`src/rtl/cpu_run_monitor.sv`:
```
// cpu_run_monitor: end-of-run detector for the multicycle CPU bench.
// Watches the fetch taps (pc/insn with a valid strobe) and ends the run on an exit
// instruction, a PC self-loop (spin) or a cycle watchdog. Counts RUN cycles and
// fetches, latches the final pc and result register, and derives pass/fail.
// Optional PC trace buffer is enabled by defining RUN_MONITOR_TRACE_EN.
module cpu_run_monitor #(
    parameter int                 PC_W           = 32,
    parameter int                 INSN_W         = 32,
    parameter int                 DATA_W         = 32,
    parameter int                 CNT_W          = 32,
    parameter logic [INSN_W-1:0]  EXIT_INSN      = 32'h0000000c,
    parameter int                 SPIN_COUNT     = 4,
    parameter int                 TIMEOUT_CYCLES = 1000,
    parameter logic [DATA_W-1:0]  EXPECT_RESULT  = '0,
    parameter int                 TRACE_DEPTH    = 8
) (
    input  logic                  clk,
    input  logic                  reset,
    input  logic                  insn_valid,
    input  logic [PC_W-1:0]       pc,
    input  logic [INSN_W-1:0]     insn,
    input  logic [DATA_W-1:0]     result,
    output logic                  done,
    output logic [1:0]            status,
    output logic                  pass,
    output logic [CNT_W-1:0]      cycle_count,
    output logic [CNT_W-1:0]      insn_count,
    output logic [PC_W-1:0]       final_pc
`ifdef RUN_MONITOR_TRACE_EN
    ,
    input  logic [$clog2(TRACE_DEPTH)-1:0] trace_idx,
    output logic [PC_W-1:0]       trace_pc
`endif
);

    // Spin run length never needs to exceed SPIN_COUNT: the run halts when it gets there.
    localparam int                RUN_W      = $clog2(SPIN_COUNT + 1);
    localparam logic [RUN_W-1:0]  SPIN_LIM   = RUN_W'(SPIN_COUNT);
    // Watchdog compare done at 64 bits so a limit beyond the counter range never aliases.
    localparam logic [63:0]       TIMEOUT_M1 = 64'(TIMEOUT_CYCLES - 1);
    localparam logic [CNT_W-1:0]  CNT_MAX    = '1;

    localparam logic [1:0] STAT_RUN     = 2'd0;
    localparam logic [1:0] STAT_EXIT    = 2'd1;
    localparam logic [1:0] STAT_SPIN    = 2'd2;
    localparam logic [1:0] STAT_TIMEOUT = 2'd3;

    typedef enum logic [1:0] {
        ST_IDLE   = 2'd0,
        ST_RUN    = 2'd1,
        ST_HALTED = 2'd2
    } state_t;

    state_t              state_r;
    logic                done_r;
    logic [1:0]          status_r;
    logic [CNT_W-1:0]    cycle_count_r;
    logic [CNT_W-1:0]    insn_count_r;
    logic [PC_W-1:0]     final_pc_r;
    logic [DATA_W-1:0]   result_r;
    logic [PC_W-1:0]     prev_pc_r;
    logic [RUN_W-1:0]    run_r;

    logic [CNT_W-1:0]    cycle_inc_s;
    logic [CNT_W-1:0]    insn_inc_s;
    logic [RUN_W-1:0]    run_next_s;
    logic                exit_hit_s;
    logic                spin_hit_s;
    logic                timeout_hit_s;

    // Saturating increments, spin run-length update and halt-event decode.
    always_comb begin
        cycle_inc_s   = cycle_count_r;
        insn_inc_s    = insn_count_r;
        run_next_s    = RUN_W'(1'b1);
        if (cycle_count_r != CNT_MAX) begin
            cycle_inc_s = cycle_count_r + CNT_W'(1'b1);
        end else begin
            cycle_inc_s = cycle_count_r;
        end
        if (insn_count_r != CNT_MAX) begin
            insn_inc_s = insn_count_r + CNT_W'(1'b1);
        end else begin
            insn_inc_s = insn_count_r;
        end
        if (pc == prev_pc_r) begin
            if (run_r != SPIN_LIM) begin
                run_next_s = run_r + RUN_W'(1'b1);
            end else begin
                run_next_s = run_r;
            end
        end else begin
            run_next_s = RUN_W'(1'b1);
        end
        exit_hit_s    = insn_valid && (insn == EXIT_INSN);
        spin_hit_s    = insn_valid && (run_next_s == SPIN_LIM);
        timeout_hit_s = (64'(cycle_count_r) == TIMEOUT_M1);
    end

    // Run-control FSM: counts, spin tracking and halt capture, all outputs registered.
    always_ff @(posedge clk or posedge reset) begin
        if (reset) begin
            state_r       <= ST_IDLE;
            done_r        <= 1'b0;
            status_r      <= STAT_RUN;
            cycle_count_r <= '0;
            insn_count_r  <= '0;
            final_pc_r    <= '0;
            result_r      <= '0;
            prev_pc_r     <= '0;
            run_r         <= '0;
        end else begin
            case (state_r)
                ST_IDLE: begin
                    if (insn_valid) begin
                        state_r      <= ST_RUN;
                        insn_count_r <= CNT_W'(1'b1);
                        prev_pc_r    <= pc;
                        run_r        <= RUN_W'(1'b1);
                        if (exit_hit_s) begin
                            state_r    <= ST_HALTED;
                            done_r     <= 1'b1;
                            status_r   <= STAT_EXIT;
                            final_pc_r <= pc;
                            result_r   <= result;
                        end
                    end
                end
                ST_RUN: begin
                    cycle_count_r <= cycle_inc_s;
                    if (insn_valid) begin
                        insn_count_r <= insn_inc_s;
                        prev_pc_r    <= pc;
                        run_r        <= run_next_s;
                    end
                    if (exit_hit_s) begin
                        state_r    <= ST_HALTED;
                        done_r     <= 1'b1;
                        status_r   <= STAT_EXIT;
                        final_pc_r <= pc;
                        result_r   <= result;
                    end else if (spin_hit_s) begin
                        state_r    <= ST_HALTED;
                        done_r     <= 1'b1;
                        status_r   <= STAT_SPIN;
                        final_pc_r <= pc;
                        result_r   <= result;
                    end else if (timeout_hit_s) begin
                        state_r    <= ST_HALTED;
                        done_r     <= 1'b1;
                        status_r   <= STAT_TIMEOUT;
                        // Last fetched pc: this edge's fetch if present, else the previous one.
                        final_pc_r <= insn_valid ? pc : prev_pc_r;
                        result_r   <= result;
                    end
                end
                ST_HALTED: begin
                    state_r <= ST_HALTED;
                end
                default: begin
                    state_r <= ST_IDLE;
                end
            endcase
        end
    end

    assign done        = done_r;
    assign status      = status_r;
    assign cycle_count = cycle_count_r;
    assign insn_count  = insn_count_r;
    assign final_pc    = final_pc_r;
    assign pass        = done_r
                         && ((status_r == STAT_EXIT) || (status_r == STAT_SPIN))
                         && (result_r == EXPECT_RESULT);

`ifdef RUN_MONITOR_TRACE_EN
    localparam int TR_W = $clog2(TRACE_DEPTH);

    logic [PC_W-1:0]        trace_mem_r [TRACE_DEPTH];
    logic [TRACE_DEPTH-1:0] trace_vld_r;
    logic [TR_W-1:0]        trace_wp_r;
    logic [TR_W-1:0]        trace_rd_s;
    logic                   trace_wr_s;

    assign trace_wr_s = insn_valid && ((state_r == ST_IDLE) || (state_r == ST_RUN));

    // Circular pc history: one entry per counted fetch, frozen once halted.
    always_ff @(posedge clk or posedge reset) begin
        if (reset) begin
            for (int i = 0; i < TRACE_DEPTH; i++) begin
                trace_mem_r[i] <= '0;
            end
            trace_vld_r <= '0;
            trace_wp_r  <= '0;
        end else if (trace_wr_s) begin
            trace_mem_r[trace_wp_r] <= pc;
            trace_vld_r[trace_wp_r] <= 1'b1;
            trace_wp_r              <= trace_wp_r + TR_W'(1'b1);
        end
    end

    // Read relative to newest entry; never-written slots read as zero.
    always_comb begin
        trace_rd_s = trace_wp_r - TR_W'(1'b1) - trace_idx;
        if (trace_vld_r[trace_rd_s]) begin
            trace_pc = trace_mem_r[trace_rd_s];
        end else begin
            trace_pc = '0;
        end
    end
`endif

endmodule
```
`config.mk`:
```
export PLATFORM = sky130hd
export DESIGN_NAME = cpu_run_monitor
export DESIGN_NICKNAME = d
export VERILOG_FILES = /design/src/rtl/cpu_run_monitor.sv
export SDC_FILE = /design/constraint.sdc
export NUM_CORES = 1
export LEC_CHECK = 0
export ABC_AREA = 1
export CAP_MARGIN = 25
export CELL_PAD_IN_SITES_DETAIL_PLACEMENT = 2
export CELL_PAD_IN_SITES_GLOBAL_PLACEMENT = 2
export CORE_AREA = 2 2 229 141
export DETAILED_ROUTE_END_ITERATION = 12
export DIE_AREA = 0 0 231 143
export PLACE_DENSITY_LB_ADDON = 0.1
export SETUP_SLACK_MARGIN = 0.2
export SLEW_MARGIN = 15
export SYNTH_ARGS = -nofsm -noshare
export SYNTH_HDL_FRONTEND = slang
export SYNTH_SLANG_ARGS = --single-unit
```
`constraint.sdc`:
```
create_clock -name clk -period 8.25 [get_ports clk]
set_clock_uncertainty 0.1 [all_clocks]
set_input_delay 2.475 -clock clk [delete_from_list [all_inputs] [get_ports clk]]
set_output_delay 2.475 -clock clk [all_outputs]
set_load 0.01 [all_outputs]
```
==> impl_metrics.json, run 1 <==
{
  "outcome": "finished, final reports clean",
  "crit_fanout": 51,
  "io_pins": 199,
  "yosys_warnings": 0,
  "clockPowerShare_pct": 33.7,
  "antenna_found_initial": 2,
  "drt_iter0_markers": 394,
  "place_hpwl_um": 23700,
  "layout.nets": 1423,
  "p_seq_share_pct": 43.6,
  "crit_path_cell_trace": "clkdlybuf4s50_1 > xnor2_1 > nand2_1 > nor2_1 > nand2_1 > nor2_1 > nand4_1 > nand2_1 > nand3_4 > buf_12 > inv_2 > nand2_1 > nand2_1",
  "core_area_um2": 30780,
  "firstDrtPassIters": 4,
  "required_ns": 8.54,
  "dieArea_um2": 33030,
  "wl_um": 32090,
  "wire_per_inst_um": 18.37,
  "synth.avg_cell_area_um2": 7.855,
  "grt_usage_pct": 20.14,
  "syn-num-nets": 1236,
  "layout_common_cells": "nand2_1, clkdlybuf4s50_1, dfrtp_1, nor2_1, inv_1",
  "grt_max_degree": 88,
  "peakVddDrop_v": 0.0001413,
  "r2r_end": "result_r[0]",
  "hp-start": "result_r[4]",
  "chipWidth_um": 231,
  "clk_path_buf_depth": 2,
  "finalSetupViolCount": 0,
  "slew_headroom_pct": 45.99,
  "gp_congestion": 0.8441,
  "hold-path-endpoint": "result_r[4]",
  "ys_seq_elements": 168,
  "syn_inst": 1130,
  "numPortBuffers": 198,
  "switching_share_pct": 31.30,
  "clkTransAtPathRegs_ns": 0.07,
  "synth_top_cells_by_area": "dfrtp_1, nand2_1, nor2_1, o21ai_0, xnor2_1",
  "clk_latency_ns": 0.45,
  "setup.worst_path.start_class": "primary input",
  "drive_gt1_share_pct": 3.985,
  "intPower_mw": 1.711,
  "critical_path_arrival_ns": 5.88,
  "synth_largest_area_cell": "dfrtp_1",
  "drv_cap": 0,
  "cpMostUsedCell": "nand2_1",
  "final_common_cell": "nand2_1",
  "start_util_pct": 28.84,
  "max_slew.worst_pin.slew_ns": 0.8052,
  "drcViolationCount": 0,
  "cts_num_sinks": 168,
  "fmax_ghz": 0.1787,
  "r2r_setup_slack_ns": 4.76,
  "post_cts_resized": 0,
  "vias": 8267,
  "placedCellCount": 1713,
  "crit_path_end_kind": "register",
  "slowest_delay_ns": 0.49,
  "path_buf_inv": 3,
  "fin_crit_sh_pct": 67.82,
  "power_density_nw_per_um2": 209.2,
  "hold_viol": 0,
  "ys_seq_area_share_pct": 47.36,
  "comb_power_share_pct": 22.8,
  "synth_area_um2": 8876,
  "p_switching_mw": 0.7796,
  "grt_pass1_wl_um": 51310,
  "totalNegativeSetupSlack_ns": 0,
  "htreeDepth": 4,
  "cts_buffers": 17,
  "whs_path_depth": 2,
  "p_leak_nw": 5.267,
  "drv_slew": 0,
  "rr_startpoint": "prev_pc_r[31]",
  "synth_top_area_share_pct": 47.36,
  "power_mw": 2.491,
  "cts_setup_buffers": 0,
  "overflow": 0,
  "cts_tree": "built",
  "path_delay_family": "simple AND/OR/NAND/NOR gates",
  "layout_min_cycle_time_ns": 5.595,
  "grt_pass1_vias": 8907,
  "worst-r2r-cell-count": 12,
  "detail-route-antenna-nets": 0,
  "synth_cell_types": 36,
  "root_buffer": "clkbuf_16",
  "rsz0062_at_grt": "false",
  "min_path_type": "register to register",
  "final_cell_count_no_fill": 1747,
  "worstSetupPathType": "primary input to register",
  "routed_via_density": 4.732,
  "n_fill_cell": 3524,
  "crit_slowest_cell": "clkdlybuf4s50_1",
  "fp.dieH_um": 143,
  "row_count": 50,
  "cts_hold_buf": 0,
  "areaGrowthSynthToFinish_pct": 34.11
}
-- how the worst max path moves through the flow --
stage,cells after the start,slack (ns),endpoint,startpoint
2_1_floorplan,1,1.13,cycle_count[0],reset
3_3_place_gp,12,1.85,result_r[4],pc[31]
3_5_place_dp,13,2.22,result_r[0],pc[31]
4_1_cts,13,2.62,result_r[0],pc[31]
5_1_grt,13,2.25,result_r[17],pc[31]
6_report,13,2.65,result_r[0],pc[31]
-- area by class of cell --
cell class	count	area (µm²)	share of cell area, %
Antenna cell	1	2.502	0.02102
Inverter	94	357.8	3.006
Timing Repair Buffer	204	2072	17.41
Clock inverter	12	128.9	1.083
Tap cell	416	520.5	4.373
Multi-Input combinational cell	832	4151	34.87
Clock buffer	20	466.7	3.921
Sequential cell	168	4204	35.32
-- registers in the layout, summed over array words and instances (netlist names) --
register / cells
cycle_count: 32
final_pc: 32
insn_count: 32
prev_pc_r: 32
result_r: 32
run_r: 3
state_r: 2
status: 2
done: 1
-- metal layers --
layer | share of wire (%) | vias up | wire, µm | track usage (%)
li1 | - | 4012 | - | -
met1 | 51 | 4089 | 16350 | 29.63
met2 | 43 | 147 | 13920 | 30.11
met3 | 4.9 | 17 | 1561 | 4.732
met4 | 0.75 | 2 | 242 | 3.735
met5 | 0.041 | - | 13 | 0
-- power groups by stage --
stage | clock network, mW | registers (mW) | logic [mW]
floorplan | 0 | 1.10 | 0.242
global placement | 0 | 1.10 | 0.551
detailed placement | 0 | 1.10 | 0.569
CTS | 0.870 | 1.09 | 0.580
global route | 0.901 | 1.11 | 0.636
finish | 0.839 | 1.09 | 0.567
-- synthesized netlist by cell type (all sizes together) --
cell type,instances
a211oi,1
a21oi,6
a2bb2oi,1
a31oi,1
a32o,1
a32oi,1
buf,18
clkbuf,18
clkinv,1
dfrtp,168
ha,7
inv,93
mux2i,19
nand2,388
nand3,33
nand3b,1
nand4,31
nor2,112
nor3,35
nor3b,3
nor4,19
o21ai,73
o31ai,20
o32ai,1
or2,4
or3,1
or4,1
xnor2,39
xor2,34
-- through the flow --
stage / util [%] / setup WS [ns] / cell area [µm²] / hold slack [ns]
floorplan: - / 1.128 / 8876 / 0.3403
global placement: 36.58 / 1.853 / 11260 / 0.3617
detailed placement: 36.64 / 2.216 / 11280 / 0.3635
CTS: 38.58 / 2.624 / 11870 / 0.3850
global route: 38.67 / 2.253 / 11900 / 0.4090
finish: 38.67 / 2.655 / 11900 / 0.3848
-- worst min-delay path, cell delays in order (launching register included) --
cell     delay, ns
dfrtp_1       0.35
nand2_1       0.06
nand2_1       0.05
-- logic make-up after synthesis --
kind of cell / count (synthesis) / synth area share, %
AND/OR/NAND/NOR: 628 / 29.62
flip-flops: 168 / 47.36
buffers and inverters: 130 / 5.977
AO/OA/AOI/OAI: 105 / 6.710
XOR/XNOR: 73 / 7.203
multiplexers: 19 / 2.143
adder cells (fa/ha/maj): 7 / 0.9867
Power figures use the tool's default switching activity.
==> inputs of run 2 (changes only) <==
--- a/config.mk
+++ b/config.mk
@@ -9,9 +9,9 @@
 export CAP_MARGIN = 25
 export CELL_PAD_IN_SITES_DETAIL_PLACEMENT = 2
 export CELL_PAD_IN_SITES_GLOBAL_PLACEMENT = 2
-export CORE_AREA = 2 2 229 141
+export CORE_AREA = 2 2 242 149
 export DETAILED_ROUTE_END_ITERATION = 12
-export DIE_AREA = 0 0 231 143
+export DIE_AREA = 0 0 244 151
 export PLACE_DENSITY_LB_ADDON = 0.1
 export SETUP_SLACK_MARGIN = 0.2
 export SLEW_MARGIN = 15
==> constraint.sdc (replaced) <==
create_clock -name clk -period 5 [get_ports clk]
set_clock_uncertainty 0.1 [all_clocks]
set_input_delay 1.5 -clock clk [delete_from_list [all_inputs] [get_ports clk]]
set_output_delay 1.5 -clock clk [all_outputs]
set_load 0.01 [all_outputs]
==> run 2 against run 1 <==
  * Via count up 1.2%
  * Final cell count up 3.3%
  * Core utilization down 4.0 points
  * Cell area up 0.60%
  * Flip-flop and latch count unchanged
  * Sequential power up 63%
  * Critical path type is now register to output port
  * Largest power group unchanged
  * Highest routed layer is now met4
==> impl_metrics.json, run 2 (synthesized netlist as in run 1, its figures left out) <==
{
  "cts_setup_buffers": 0,
  "switching_share_pct": 32.41,
  "antenna_found_initial": 3,
  "slew_headroom_pct": 45.51,
  "min_path_type": "register to register",
  "root_buffer": "clkbuf_16",
  "layout.nets": 1428,
  "drt_iter0_markers": 373,
  "post_cts_resized": 0,
  "finalWorstSetupSlack_ns": 0.9166,
  "place_ws_ns": 0.8247,
  "fmax_ghz": 0.2449,
  "p_leak_nw": 5.260,
  "critical_path_arrival_ns": 2.48,
  "rsz0062_at_grt": "false",
  "layout_min_cycle_time_ns": 4.083,
  "cts_hold_buf": 0,
  "p_switching_mw": 1.317,
  "chipWidth_um": 244,
  "worstSetupPathType": "register to output port",
  "comb_power_share_pct": 22.8,
  "clk_path_buf_depth": 2,
  "worst-r2r-cell-count": 9,
  "path_buf_inv": 1,
  "power_density_nw_per_um2": 339.2,
  "required_ns": 3.40,
  "slowest_delay_ns": 0.60,
  "whs_path_depth": 2,
  "fin_crit_sh_pct": 81.67,
  "final_common_cell": "nand2_1",
  "wl_um": 32990,
  "start_util_pct": 25.69,
  "setup.worst_path.start_class": "register",
  "cts_tree": "built",
  "htreeDepth": 4,
  "crit_slowest_cell": "clkdlybuf4s50_1",
  "outcome": "finished, final reports clean",
  "dieArea_um2": 36840,
  "intPower_mw": 2.745,
  "row_count": 53,
  "grt_max_degree": 101,
  "hold_viol": 0,
  "finalSetupViolCount": 0,
  "drcViolationCount": 0,
  "final_cell_count_no_fill": 1805,
  "clockPowerShare_pct": 33.2,
  "rr_startpoint": "state_r[1]",
  "drv_cap": 0,
  "crit_path_cell_trace": "or4_1 > or3_1 > nor4_1 > clkdlybuf4s50_1",
  "cts_num_sinks": 168,
  "r2r_end": "insn_count[25]",
  "hold-path-endpoint": "result_r[5]",
  "drv_slew": 0,
  "detail-route-antenna-nets": 0,
  "routed_via_density": 4.637,
  "overflow": 0,
  "io_pins": 199,
  "p_seq_share_pct": 43.9,
  "fp.dieH_um": 151,
  "r2r_setup_slack_ns": 2.03,
  "max_slew.worst_pin.slew_ns": 0.8165,
  "totalNegativeSetupSlack_ns": 0,
  "place_hpwl_um": 24750,
  "grt_usage_pct": 18.59,
  "areaGrowthSynthToFinish_pct": 34.92,
  "numPortBuffers": 198,
  "wire_per_inst_um": 18.28,
  "crit_fanout": 2,
  "vias": 8369,
  "peakVddDrop_v": 0.0002302,
  "cts_buffers": 17,
  "path_delay_family": "simple AND/OR/NAND/NOR gates",
  "placedCellCount": 1770,
  "crit_path_end_kind": "output port",
  "layout_common_cells": "nand2_1, clkdlybuf4s50_1, dfrtp_1, nor2_1, inv_1",
  "clk_latency_ns": 0.45,
  "gp_congestion": 0.7881,
  "core_area_um2": 34550,
  "grt_pass1_vias": 8959,
  "firstDrtPassIters": 4,
  "drive_gt1_share_pct": 4.345,
  "hp-start": "result_r[5]",
  "grt_pass1_wl_um": 52760,
  "clkTransAtPathRegs_ns": 0.08
}
## run 2: changes by cell type in the layout (fill, tap and decap cells not counted), sizes merged
| cell | previous run | this run |
|---|---|---|
| inv | 100 | 99 |
| clkinvlp | 1 | 4 |
| clkbuf | 20 | 17 |
| clkinv | 4 | 6 |
| buf | 6 | 11 |
| diode | 1 | 3 |
| bufinv | 1 | 0 |
## run 2: tightest hold or removal path: cells and delay by family (launching register included)
family           cells  cell delay [ns]
DFF                  1             0.34
and+or+nand+nor      2             0.11
## run 2: area by class of cell
cell class,count,area (µm²)
fill,3944,22570
sequential,168,4204
multi-input combinational,832,4151
timing repair buffer,209,2090
tap,467,584.3
clock buffer,17,425.4
inverter,94,356.6
clock inverter,15,156.4
antenna,3,7.507
## run 2: how the worst max path moves through the flow
stage	from	endpoint	slack, ns	cells past startpoint
after floorplan	reset	cycle_count[0]	1.26	1
after global placement	insn[23]	result_r[0]	0.87	12
after detailed placement	insn[23]	result_r[4]	0.82	12
after CTS	result_r[2]	pass	0.81	4
after global routing	result_r[2]	pass	0.77	4
final	result_r[2]	pass	0.92	4
## run 2: power by group through the flow
stage | registers [mW] | clock network (mW) | logic, mW
floorplan | 1.81 | 0 | 0.399
global placement | 1.81 | 0 | 0.918
detailed placement | 1.81 | 0 | 0.949
CTS | 1.79 | 1.41 | 0.955
global route | 1.83 | 1.46 | 1.04
finish | 1.78 | 1.35 | 0.928
## run 2: metal layers
layer / share of wire, % / wire length [µm] / global-route usage [%] / up-vias
met5: 0 / 0 / 0 / -
met4: 1.0 / 335 / 4.390 / 0
met3: 4.2 / 1401 / 3.774 / 19
met2: 43 / 14050 / 27.40 / 143
met1: 52 / 17210 / 27.69 / 4173
li1: - / - / - / 4034
## run 2: stage by stage
step	cell area, µm²	power [mW]	hold WS, ns	util [%]
global placement	11390	2.728	0.3587	32.96
CTS	11970	4.155	0.3871	34.64
global route	11970	4.331	0.4226	34.64
finish	11980	4.062	0.3834	34.66
detailed placement	11390	2.763	0.3671	32.96
floorplan	8880	2.213	0.3403	-
==> inputs of run 3 (changes only) <==
==> constraint.sdc (replaced) <==
create_clock -name clk -period 3.7 [get_ports clk]
set_clock_uncertainty 0.1 [all_clocks]
set_input_delay 1.11 -clock clk [delete_from_list [all_inputs] [get_ports clk]]
set_output_delay 1.11 -clock clk [all_outputs]
set_load 0.01 [all_outputs]
==> run 3 against run 2 <==
  * Global-route usage fell by 0.20 points
  * Total power rose by 41%
  * Via count barely moved
  * Sequential power rose by 35%
  * Clock-buffer cell count rose by 2
  * Critical path type unchanged
  * Wire length fell by 0.76%
  * Non-clock buffer count rose by 4
  * Clock power rose by 50%
  * Cell area rose by 1.1%
  * Worst setup slack got worse by 0.59 ns
==> impl_metrics.json, run 3 (synthesized netlist as in run 1, its figures left out) <==
{
  "core_area_um2": 34550,
  "dieArea_um2": 36840,
  "drive_gt1_share_pct": 4.630,
  "drcViolationCount": 0,
  "clk_path_buf_depth": 2,
  "wire_per_inst_um": 18.12,
  "layout_common_cells": "nand2_1, clkdlybuf4s50_1, dfrtp_1, nor2_1, inv_1",
  "finalWorstSetupSlack_ns": 0.3314,
  "chipWidth_um": 244,
  "worstSetupPathType": "register to output port",
  "p_leak_nw": 5.344,
  "finalSetupViolCount": 0,
  "numPortBuffers": 198,
  "slowest_delay_ns": 0.51,
  "min_path_type": "register to register",
  "clk_latency_ns": 0.44,
  "detail-route-antenna-nets": 0,
  "row_count": 53,
  "max_slew.worst_pin.slew_ns": 0.8214,
  "cts_tree": "built",
  "grt_pass1_vias": 8767,
  "outcome": "finished, final reports clean",
  "cts_buffers": 17,
  "crit_fanout": 2,
  "setup.worst_path.start_class": "register",
  "vias": 8364,
  "required_ns": 2.49,
  "crit_path_cell_trace": "or4_1 > or3_1 > nor4_2 > dlygate4sd2_1",
  "rsz0062_at_grt": "false",
  "areaGrowthSynthToFinish_pct": 36.42,
  "power_mw": 5.717,
  "totalNegativeSetupSlack_ns": 0,
  "routed_via_density": 4.629,
  "firstDrtPassIters": 7,
  "drv_slew": 0,
  "final_common_cell": "nand2_1",
  "peakVddDrop_v": 0.0003418,
  "crit_path_start": "result_r[3]",
  "place_ws_ns": 0.001640,
  "fmax_ghz": 0.2969,
  "grt_max_degree": 92,
  "fp.dieH_um": 151,
  "fin_crit_sh_pct": 91.04,
  "grt_usage_pct": 18.39,
  "overflow": 0,
  "path_delay_family": "simple AND/OR/NAND/NOR gates",
  "critical_path_arrival_ns": 2.16,
  "crit_path_end_kind": "output port",
  "wl_um": 32740,
  "layout_min_cycle_time_ns": 3.369,
  "power_density_nw_per_um2": 472.1,
  "antenna_found_initial": 1,
  "hold_viol": 0,
  "clkTransAtPathRegs_ns": 0.07,
  "grt_pass1_wl_um": 51960,
  "cts_hold_buf": 0,
  "crit_slowest_cell": "or4_1",
  "slew_headroom_pct": 45.18,
  "hp-start": "result_r[2]",
  "place_hpwl_um": 24600,
  "root_buffer": "clkbuf_16",
  "htreeDepth": 4,
  "io_pins": 199,
  "whs_ns": 0.3803,
  "layout.nets": 1432,
  "gp_congestion": 0.8152,
  "drt_iter0_markers": 393,
  "post-route-util_pct": 35.05,
  "path_buf_inv": 1,
  "rr_startpoint": "cycle_count[0]",
  "start_util_pct": 25.69,
  "drv_cap": 0,
  "cts_num_sinks": 168
}
==> run 3: worst reg2reg max path, stage by stage, from the launching register on <==
cell and delay (ns):
dfrtp_1 0.47, ha_1 0.19, inv_1 0.07, nor3_2 0.31, nand3_1 0.15, nor2_1 0.18, nand2_1 0.08, nand2_1 0.34
inv_1 0.26, nand4_1 0.32, nor2_1 0.09, nand2_1 0.07, nand2_1 0.05
==> run 3: cell type report <==
| type | count | area, µm² |
|---|---|---|
| fill | 3950 | 22440 |
| sequential | 168 | 4204 |
| multi-input combinational | 832 | 4158 |
| timing repair buffer | 213 | 2156 |
| tap | 467 | 584.3 |
| clock buffer | 19 | 442.9 |
| inverter | 94 | 356.6 |
| clock inverter | 13 | 205.2 |
| antenna | 1 | 2.502 |
==> run 3: final timing paths <==
check                                  end  slack, ns  cells after the start
min                            result_r[2]       0.38                      2
min in group asynchronous   cycle_count[7]       1.07                      3
max                                   pass       0.33                      4
max in group asynchronous     prev_pc_r[5]       1.95                      3
min reg2reg                    result_r[2]       0.38                      2
max reg2reg                cycle_count[31]       0.92                     12
==> run 3: where the power goes <==
part / internal [mW] / switching [mW]
sequential: 2.15 / 0.258
clock: 1.18 / 0.858
combinational: 0.659 / 0.610
total: 3.99 / 1.73
==> run 3: what timing repair did <==
item,4_1_cts,5_1_grt
endpoints found under the hold margin,0,0
resized for setup,2,0
setup buffers,0,0
endpoints found under the setup margin,1,0
==> run 3: per-layer routing <==
metal	up-vias	part of all wire (%)	track usage, %	wire (µm)
li1	4030	-	-	-
met2	147	41	26.24	13410
met1	4170	53	27.80	17510
met4	0	1.1	5.091	361
met3	17	4.4	3.738	1456
met5	-	0	0	0
==> run 3: through the flow <==
step	instance area [µm²]	cells
2_1_floorplan	8880	1130
3_3_place_gp	11450	1774
3_5_place_dp	11450	1774
4_1_cts	12110	1806
5_1_grt	12110	1806
6_report	12110	1807
